### config.mk
export PLATFORM = sky130hd
export DESIGN_NAME = register_file_n_flat
export DESIGN_NICKNAME = d
export VERILOG_FILES = /design/src/rtl/register_file_n_pkg.sv /design/src/rtl/register_file_n_if.sv /design/src/rtl/register_w.sv /design/src/rtl/register_file_n.sv /design/src/flat_wrapper.sv
export SDC_FILE = /design/constraint.sdc
export NUM_CORES = 1
export LEC_CHECK = 0
export ABC_AREA = 1
export CAP_MARGIN = 5
export CELL_PAD_IN_SITES_DETAIL_PLACEMENT = 1
export CELL_PAD_IN_SITES_GLOBAL_PLACEMENT = 1
export CORE_AREA = 4 4 269 271
export CTS_CLUSTER_DIAMETER = 80
export DETAILED_ROUTE_END_ITERATION = 12
export DIE_AREA = 0 0 273 275
export GPL_TIMING_DRIVEN = 0
export PLACE_DENSITY_LB_ADDON = 0.15
export SLEW_MARGIN = 25
export SYNTH_ARGS = -nofsm -noshare
export SYNTH_HDL_FRONTEND = slang
export SYNTH_SLANG_ARGS = --single-unit
### constraint.sdc
create_clock -name clk -period 3 [get_ports clk]
set_clock_uncertainty 0.2 [all_clocks]
set_input_delay 0.9 -clock clk [delete_from_list [all_inputs] [get_ports clk]]
set_output_delay 0.9 -clock clk [all_outputs]
set_load 0.02 [all_outputs]
### src/rtl/register_file_n_pkg.sv
// Shared constants and helpers for the Mini-SRC general-purpose register bank.
package register_file_n_pkg;

  localparam int unsigned REG_WIDTH = 32;
  localparam int unsigned REG_COUNT = 16;
  // Index of the register that reads as zero in base-address mode
  localparam int unsigned R0 = 0;

  // Address width for a bank of the given depth; never narrower than one bit
  function automatic int unsigned addr_width(int unsigned depth);
    return (depth > 1) ? $clog2(depth) : 1;
  endfunction

endpackage

### src/rtl/register_file_n_if.sv
// Write port, two read ports and written[] status of the register bank.
interface register_file_n_if
  import register_file_n_pkg::*;
#(
  parameter int unsigned WIDTH = REG_WIDTH,
  parameter int unsigned DEPTH = REG_COUNT
) ();

  localparam int unsigned ADDR_W = addr_width(DEPTH);

  logic              write;
  logic [ADDR_W-1:0] waddr;
  logic [WIDTH-1:0]  wdata;
  logic [ADDR_W-1:0] ra_addr;
  logic [ADDR_W-1:0] rb_addr;
  logic              ba_a;
  logic [WIDTH-1:0]  ra_data;
  logic [WIDTH-1:0]  rb_data;
  logic [DEPTH-1:0]  written;

  modport master (
    output write, waddr, wdata, ra_addr, rb_addr, ba_a,
    input  ra_data, rb_data, written
  );

  modport slave (
    input  write, waddr, wdata, ra_addr, rb_addr, ba_a,
    output ra_data, rb_data, written
  );

endinterface

### src/rtl/register_w.sv
// Single WIDTH-bit register with write enable and asynchronous active-low clear.
module register_w #(
  parameter int unsigned WIDTH = 32
) (
  input  logic             clk,
  input  logic             clr,
  input  logic             en,
  input  logic [WIDTH-1:0] d,
  output logic [WIDTH-1:0] q
);

  // Storage: load d when enabled, clear immediately on clr
  always_ff @(posedge clk or negedge clr) begin
    if (!clr) begin
      q <= '0;
    end else if (en) begin
      q <= d;
    end
  end

endmodule

### src/rtl/register_file_n.sv
// DEPTH x WIDTH register bank: one write port, read ports A/B with optional
// bypass, R0-reads-zero gating on port A and selectable read latency.
module register_file_n
  import register_file_n_pkg::*;
#(
  parameter int unsigned WIDTH        = REG_WIDTH,
  parameter int unsigned DEPTH        = REG_COUNT,
  parameter int unsigned READ_LATENCY = 0,
  parameter int unsigned BYPASS       = 1
) (
  input logic        clk,
  input logic        clr,
  register_file_n_if.slave bus
);

  localparam int unsigned       ADDR_W  = addr_width(DEPTH);
  localparam logic [ADDR_W:0]   DepthA  = (ADDR_W + 1)'(DEPTH);
  localparam logic [ADDR_W-1:0] R0Addr  = ADDR_W'(R0);

  logic [WIDTH-1:0] regs [DEPTH];
  logic [DEPTH-1:0] we;
  logic [DEPTH-1:0] written_q;
  logic             wr_ok;
  logic [WIDTH-1:0] raw_a;
  logic [WIDTH-1:0] raw_b;

  // A write takes effect only out of reset and to an existing register
  assign wr_ok = bus.write & clr & ({1'b0, bus.waddr} < DepthA);

  // Per-register write enables decoded from waddr
  always_comb begin
    we = '0;
    for (int unsigned i = 0; i < DEPTH; i++) begin
      we[i] = wr_ok && (bus.waddr == ADDR_W'(i));
    end
  end

  for (genvar i = 0; i < DEPTH; i++) begin : g_reg
    register_w #(
      .WIDTH (WIDTH)
    ) u_reg (
      .clk (clk),
      .clr (clr),
      .en  (we[i]),
      .d   (bus.wdata),
      .q   (regs[i])
    );
  end

  // Sticky written flags, cleared only by clr
  always_ff @(posedge clk or negedge clr) begin
    if (!clr) begin
      written_q <= '0;
    end else begin
      written_q <= written_q | we;
    end
  end

  // Read muxes: out-of-range reads give 0, bypass forwards wdata, BA gate wins on A
  always_comb begin
    raw_a = '0;
    raw_b = '0;
    for (int unsigned i = 0; i < DEPTH; i++) begin
      if (bus.ra_addr == ADDR_W'(i)) raw_a = regs[i];
      if (bus.rb_addr == ADDR_W'(i)) raw_b = regs[i];
    end
    if ((BYPASS != 0) && wr_ok) begin
      if (bus.waddr == bus.ra_addr) raw_a = bus.wdata;
      if (bus.waddr == bus.rb_addr) raw_b = bus.wdata;
    end
    if (bus.ba_a && (bus.ra_addr == R0Addr)) raw_a = '0;
  end

  if (READ_LATENCY != 0) begin : g_lat1
    logic [WIDTH-1:0] ra_q;
    logic [WIDTH-1:0] rb_q;

    // Registered read: data follows the address by one cycle
    always_ff @(posedge clk or negedge clr) begin
      if (!clr) begin
        ra_q <= '0;
        rb_q <= '0;
      end else begin
        ra_q <= raw_a;
        rb_q <= raw_b;
      end
    end

    assign bus.ra_data = ra_q;
    assign bus.rb_data = rb_q;
  end else begin : g_lat0
    assign bus.ra_data = raw_a;
    assign bus.rb_data = raw_b;
  end

  assign bus.written = written_q;

endmodule
### src/flat_wrapper.sv
// flat-port wrapper written by rule: the top's interface ports become plain ports
module register_file_n_flat import register_file_n_pkg::*;
#(
  parameter int unsigned WIDTH        = REG_WIDTH,
  parameter int unsigned DEPTH        = REG_COUNT,
  parameter int unsigned READ_LATENCY = 0,
  parameter int unsigned BYPASS       = 1
)
  (clk, clr, bus_write, bus_waddr, bus_wdata, bus_ra_addr, bus_rb_addr, bus_ba_a, bus_ra_data, bus_rb_data, bus_written);
  register_file_n_if #(.WIDTH(WIDTH), .DEPTH(DEPTH)) bus_i ();
  input logic clk;
  input logic clr;
  input wire logic [$bits(bus_i.write)-1:0] bus_write;
  input wire logic [$bits(bus_i.waddr)-1:0] bus_waddr;
  input wire logic [$bits(bus_i.wdata)-1:0] bus_wdata;
  input wire logic [$bits(bus_i.ra_addr)-1:0] bus_ra_addr;
  input wire logic [$bits(bus_i.rb_addr)-1:0] bus_rb_addr;
  input wire logic [$bits(bus_i.ba_a)-1:0] bus_ba_a;
  output wire logic [$bits(bus_i.ra_data)-1:0] bus_ra_data;
  output wire logic [$bits(bus_i.rb_data)-1:0] bus_rb_data;
  output wire logic [$bits(bus_i.written)-1:0] bus_written;
  assign bus_i.write = bus_write;
  assign bus_i.waddr = bus_waddr;
  assign bus_i.wdata = bus_wdata;
  assign bus_i.ra_addr = bus_ra_addr;
  assign bus_i.rb_addr = bus_rb_addr;
  assign bus_i.ba_a = bus_ba_a;
  assign bus_ra_data = bus_i.ra_data;
  assign bus_rb_data = bus_i.rb_data;
  assign bus_written = bus_i.written;
  register_file_n #(.WIDTH(WIDTH), .DEPTH(DEPTH), .READ_LATENCY(READ_LATENCY), .BYPASS(BYPASS)) u_core (.clk(clk), .clr(clr), .bus(bus_i));
endmodule
==> results.cfg, run 1 <==
[outcome]
status = complete, but fails checks
violations = negative setup slack

[synthesis]
synth.yosys.warnings = 0
synth.top_cells.by_count = 1448 x sky130_fd_sc_hd__nand2_1, 560 x sky130_fd_sc_hd__o21ai_0, 528 x sky130_fd_sc_hd__dfrtp_1
synth_flop_cell = sky130_fd_sc_hd__dfrtp_1
yosys.cell_count.top_type = sky130_fd_sc_hd__nand2_1
synth_top_area_cell = sky130_fd_sc_hd__dfrtp_1
avgSynthCellArea_um2 = 6.96
yosysSeqAreaShare_pct = 47.6
yosysUniqueCellTypes = 30
synth-edff-count = 0
netlist_area_mm2 = 0.0278
netlist_instances = 3992
synth_seq_cells = 528
ys_async_sr_fraction_pct = 100
syn_nets = 4040
netlist_top_cells_area = sky130_fd_sc_hd__dfrtp_1 48%, sky130_fd_sc_hd__nand2_1 20%, sky130_fd_sc_hd__o21ai_0 10%
proportion_of_netlist_area_held_by_the_largest_area_contributor_pct = 47.6

[clock_tree]
htree_num_levels = 2
cts_root_buf = sky130_fd_sc_hd__clkbuf_16
worstSkewPairLatency_ns = 0.63
cts.sink_count = 528
number_of_clock_buffers_inserted_by_tritoncts = 60
cts_max_path_buffers = 3
clk_transition_reported_paths_ns = 0.07
cts_tree = yes

[worst_setup_path]
timing.rr.start = u_core.g_reg[0].u_reg.q[18]$_DFFE_PN0P_
startpoint_type = input pin
critical_path_required_ns = 1.90
rr_worst_depth = 2
data_arrival_at_the_endpoint_of_the_critical_path_ns = 3.27
endpoint_kind = primary output
crit_start = bus_rb_addr[0]
worstSetupPathType = in2out
timing.reg2reg.setup_slack_ns = 1.90
cp_max_fo = 7
worst_r2r_endpoint = u_core.g_reg[0].u_reg.q[18]$_DFFE_PN0P_

[die]
die-area_mm2 = 0.0751
ios = 128
start_util_pct = 39.8
core-area_mm2 = 0.0698
placement_row_count = 97
die_h_um = 275
die_w_um = 273

[finish]
synthToLayoutAreaGrowth_pct = 36.3
final_core_utilization_pct = 54.2
fin_area_mm2 = 0.0379
final_cell_count_no_fill = 5327
post_route_cells_drive_above_1_share_pct = 23.1
final_nets = 4386

[power]
sw_frac_of_total_pct = 33.2
cellInternalPower_mw = 14.8
post-layout-total-power_mw = 22.2
power_switching_mw = 7.38
clock_power_share_pct = 35.8
p_comb_share_pct = 20.9
power.density_cell_area_mw_per_mm2 = 586
power.static_leakage_nw = 17.8
seqPwrFrac_pct = 43.2
irDropWorstVdd_v = 0.000439

[sta]
grt_setup_unrepaired = yes
max_slew.worst_pin.slew_ns = 0.853
final_min_period_over_clock_period_pct = 146
max_slew_margin_pct = 43.2
layout_setup_ws_ns = -1.37
timing.fmax_ghz = 0.229
layout_min_cycle_time_ns = 4.37
timing_hold_violations_final = 0
setup_viol = 67
slew_viol_final = 0

[placed_design]
port_buffers = 126
placedCellCount = 5064
gp_congestion = 0.961
dp.final_hpwl_um = 97000
post_dp_cell_area_mm2 = 0.0312

[global_route]
maximum_number_of_pins_on_one_net_before_global_route_repair = 87
grt_util_all_layers_pct = 36.0
first_pass_grt_wire_length_um = 201000
via_count_of_the_first_global_routing_pass = 31800
antenna_found_initial = 2
overflow = 0

[job]
max_cap_violations = 0

[route]
routed_via_density = 5.84
wl_um = 140000
drcViolationCount = 0
detail_route.wl_per_cell_um = 26.4
first_iter_violations = 3248
first_pass_drt_iterations = 6
vias = 31100
route.antenna.remaining_nets = 0

[hold_path]
worst_hold_path_type = in2async
sequential cells by signal, indices dropped and copies added, names as in the netlist:
name / cells
u_core.bus.written: 16
u_core.g.u_reg.q: 512
layout make-up:
| type | instances | area, µm² |
|---|---|---|
| clock buffer | 93 | 1830 |
| tap | 940 | 1180 |
| buffer | 250 | 1670 |
| clock inverter | 16 | 230 |
| antenna | 2 | 5.00 |
| multi-input combinational | 2870 | 14800 |
| inverter | 345 | 1400 |
| sequential | 528 | 13200 |
| timing repair buffer | 283 | 3580 |
| fill | 8487 | 31900 |
metal layers:
layer	routed length, µm	up-vias	GRT usage (%)
met5	11	-	0
met4	9310	2	18.4
met3	12100	484	6.42
met2	64500	1545	58.7
met1	54500	15700	46.0
li1	-	13400	-
what timing repair did:
action | in CTS | in global routing
setup buffers | 96 | 45
gates cloned | 21 | 0
pin swaps | 377 | 386
hold endpoints to repair | 30 | 0
endpoints found under the setup margin | 591 | 170
hold buffers | 2 | 0
gates resized for setup | 945 | 278
per-stage QoR:
stage	hold slack, ns	setup TNS [ns]	setup slack [ns]
CTS	0.0218	-70.26	-1.28
global placement	0.250	-	-26.21
finish	0.0345	-72.43	-1.37
floorplan	0.253	-9.00	-0.207
detailed placement	0.254	-933.28	-3.08
global route	0.0453	-75.47	-1.32
worst max-delay path, stage by stage:
cell	delay, ns
sky130_fd_sc_hd__buf_12	0.10
sky130_fd_sc_hd__clkinvlp_4	0.13
sky130_fd_sc_hd__buf_12	0.16
sky130_fd_sc_hd__nand2_8	0.08
sky130_fd_sc_hd__nor2_4	0.10
sky130_fd_sc_hd__buf_8	0.17
sky130_fd_sc_hd__buf_6	0.12
sky130_fd_sc_hd__nand2_2	0.05
sky130_fd_sc_hd__nand3_2	0.08
sky130_fd_sc_hd__nor2_1	0.11
sky130_fd_sc_hd__nand4_1	0.13
sky130_fd_sc_hd__nor2_4	0.27
sky130_fd_sc_hd__nand4_1	0.20
sky130_fd_sc_hd__nor2_2	0.15
sky130_fd_sc_hd__nand4_1	0.16
sky130_fd_sc_hd__nor2_2	0.14
sky130_fd_sc_hd__nor2_2	0.05
sky130_fd_sc_hd__buf_6	0.13
kinds of logic (layout without fill, tap and decap cells):
family / after synthesis / in the layout / share of synthesized area, %
buf+inv: 595 / 987 / 8.17
xor+xnor: 3 / 3 / 0.0946
other cells: 0 / 2 / 0
compound gates: 667 / 667 / 12.1
simple gates: 2199 / 2200 / 32.1
flops: 528 / 528 / 47.6
layout by cell type, fill, tap and decap left out, types with 50 or more instances in the layout:
cell                              count
sky130_fd_sc_hd__nand2_1           1287
sky130_fd_sc_hd__o21ai_0            541
sky130_fd_sc_hd__dfrtp_1            528
sky130_fd_sc_hd__inv_1              290
sky130_fd_sc_hd__nor2_1             197
sky130_fd_sc_hd__clkbuf_1           159
sky130_fd_sc_hd__nor2_2             158
sky130_fd_sc_hd__nand4_1            153
sky130_fd_sc_hd__nand2_2            122
sky130_fd_sc_hd__buf_6               94
sky130_fd_sc_hd__nor2_4              89
sky130_fd_sc_hd__buf_4               77
sky130_fd_sc_hd__a21oi_1             71
sky130_fd_sc_hd__clkbuf_16           68
sky130_fd_sc_hd__nand3_2             68
sky130_fd_sc_hd__clkdlybuf4s50_1     50
how the worst max path moves through the flow:
stage                            endpoint  cells past startpoint
after detailed placement   bus_rb_data[7]                     12
after floorplan           bus_rb_data[12]                     16
after global routing       bus_rb_data[0]                     18
after CTS                  bus_rb_data[3]                     18
after global placement     bus_rb_data[7]                     10
final                      bus_rb_data[0]                     18
power by group through the flow:
| stage | clock network, mW | logic, mW | registers [mW] |
|---|---|---|---|
| after global placement | 0 | 3.68 | 9.55 |
| after detailed placement | 0 | 3.84 | 9.56 |
| final | 7.96 | 4.64 | 9.59 |
| after global routing | 8.26 | 5.08 | 9.73 |
| after floorplan | 0 | 2.29 | 9.24 |
| after CTS | 7.93 | 4.39 | 9.48 |
(Power assumes the default switching activity.)
==> inputs of run 2 (changes only) <==
CELL_PAD_IN_SITES_GLOBAL_PLACEMENT = 2   (was 1)
CORE_AREA = 4 4 300 302   (was 4 4 269 271)
DIE_AREA = 0 0 304 306   (was 0 0 273 275)
==> results.cfg, run 2 (same netlist as run 1, synthesis figures left out) <==
[die]
placement_row_count = 109
ios = 128
start_util_pct = 31.7
die_h_um = 306
die-area_mm2 = 0.0930
core-area_mm2 = 0.0877
die_w_um = 304

[hold_path]
worst_hold_path_type = in2async

[global_route]
antenna_found_initial = 2
first_pass_grt_wire_length_um = 208000
grt_util_all_layers_pct = 30.2
maximum_number_of_pins_on_one_net_before_global_route_repair = 87
via_count_of_the_first_global_routing_pass = 30200
overflow = 0

[finish]
largest_register_ffs = 512
final_nets = 4391
synthToLayoutAreaGrowth_pct = 38.6
fillerInstances = 10600
max_flop_register = u_core.g.u_reg.q
layout_common_cells = 1230 x sky130_fd_sc_hd__nand2_1, 537 x sky130_fd_sc_hd__o21ai_0, 528 x sky130_fd_sc_hd__dfrtp_1
post_route_cells_drive_above_1_share_pct = 24.5
diodes = 0
final_common_cell = sky130_fd_sc_hd__nand2_1

[placed_design]
gp_congestion = 0.908
pre_cts_slack_ns = -3.00
port_buffers = 126
dp.final_hpwl_um = 107000

[worst_setup_path]
data_arrival_at_the_endpoint_of_the_critical_path_ns = 3.23
cp_max_fo = 9
critical_path_required_ns = 1.90
endpoint_kind = primary output
worstSetupPathType = in2out
startpoint_type = input pin

[route]
first_pass_drt_iterations = 5
wl_um = 144000
detail_route.wl_per_cell_um = 26.0
route.antenna.remaining_nets = 0
routed_via_density = 5.34
vias = 29700
drcViolationCount = 0
first_iter_violations = 2323

[outcome]
status = complete, but fails checks
violations = negative setup slack

[clock_tree]
cts_tree = yes
clk_transition_reported_paths_ns = 0.06
cts_root_buf = sky130_fd_sc_hd__clkbuf_16
cts_max_path_buffers = 3
htree_num_levels = 3
cts.sink_count = 528
number_of_clock_buffers_inserted_by_tritoncts = 67
worstSkewPairLatency_ns = 0.61

[sta]
timing_hold_violations_final = 0
timing.fmax_ghz = 0.231
final_min_period_over_clock_period_pct = 144
max_slew.worst_pin.slew_ns = 0.874
setup_viol = 64
grt_setup_unrepaired = yes
slew_viol_final = 0
layout_min_cycle_time_ns = 4.33
max_slew_margin_pct = 41.7
layout_setup_ws_ns = -1.33

[power]
post-layout-total-power_mw = 22.7
irDropWorstVdd_v = 0.000478
power.static_leakage_nw = 18.4
power.density_cell_area_mw_per_mm2 = 589

[job]
max_cap_violations = 0
-- run 2: area by class of cell --
class / instances / area [µm²] / share of cell area [%]
Sequential cell: 528 / 13200 / 34.3
Clock inverter: 19 / 230 / 0.598
Tap cell: 1165 / 1460 / 3.78
Inverter: 345 / 1410 / 3.65
Timing Repair Buffer: 285 / 3450 / 8.95
Buffer: 247 / 1630 / 4.23
Clock buffer: 99 / 2000 / 5.19
Multi-Input combinational cell: 2869 / 15100 / 39.3
-- run 2: per-layer routing --
| layer | GRT usage [%] | routed length, µm | vias to the layer above | share of wire [%] |
|---|---|---|---|---|
| met5 | 0 | 0 | - | 0 |
| met4 | 12.7 | 6980 | 0 | 4.8 |
| met3 | 3.34 | 6940 | 265 | 4.8 |
| met2 | 49.1 | 67000 | 880 | 46 |
| met1 | 41.3 | 63500 | 15100 | 44 |
| li1 | - | - | 13400 | - |
-- run 2: repair_timing --
item | 4_1_cts | 5_1_grt
endpoints found under the setup margin | 590 | 126
cloned | 15 | 5
pin swaps | 393 | 430
hold buffers | 1 | 0
buffers inserted | 96 | 44
endpoints found under the hold margin | 2 | 0
gates resized for setup | 1016 | 346
-- run 2: critical path: stages --
cell and delay, ns:
sky130_fd_sc_hd__buf_4 0.17, sky130_fd_sc_hd__nor2_2 0.38, sky130_fd_sc_hd__nand2_4 0.22, sky130_fd_sc_hd__o211ai_1 0.49, sky130_fd_sc_hd__nor2_1 0.13, sky130_fd_sc_hd__nand4_1 0.13, sky130_fd_sc_hd__nand2_1 0.10, sky130_fd_sc_hd__nand4_1 0.18
sky130_fd_sc_hd__nand2_1 0.10, sky130_fd_sc_hd__nand4_1 0.13, sky130_fd_sc_hd__nor2_1 0.07, sky130_fd_sc_hd__nor2_2 0.09, sky130_fd_sc_hd__buf_6 0.12
-- run 2: through the flow --
step	hold WS, ns	cell area (µm²)	util, %	setup TNS (ns)	cells
after CTS	0.169	37100	42.3	-74.41	5519
after global placement	0.250	31300	35.7	-	5283
after global routing	0.172	38500	43.9	-74.77	5557
final	0.135	38500	43.9	-71.02	5557
after detailed placement	0.254	31500	35.9	-907.49	5290
after floorplan	0.253	28600	-	-9.00	3992
-- run 2: path summary, 6_finish.rpt --
path | slack [ns] | start | depth (start not counted) | end
setup / recovery | -1.33 | bus_rb_addr[2] | 13 | bus_rb_data[18]
hold / removal | 0.13 | clr | 2 | u_core.g_reg[3].u_reg.q[9]$_DFFE_PN0P_
setup reg to reg | 1.95 | u_core.g_reg[1].u_reg.q[22]$_DFFE_PN0P_ | 2 | u_core.g_reg[1].u_reg.q[22]$_DFFE_PN0P_
hold reg to reg | 0.27 | u_core.bus.written[15]$_DFF_PN0_ | 2 | u_core.bus.written[15]$_DFF_PN0_
max in group asynchronous | 1.24 | clr | 4 | u_core.g_reg[13].u_reg.q[22]$_DFFE_PN0P_
min in group clk | 0.27 | u_core.bus.written[15]$_DFF_PN0_ | 2 | u_core.bus.written[15]$_DFF_PN0_
-- run 2: power breakdown --
group | total (mW) | internal, mW | switching (mW)
combinational | 4.61 | 1.75 | 2.85
sequential | 9.61 | 8.41 | 1.20
clock | 8.46 | 5.04 | 3.42
total | 22.7 | 15.2 | 7.48
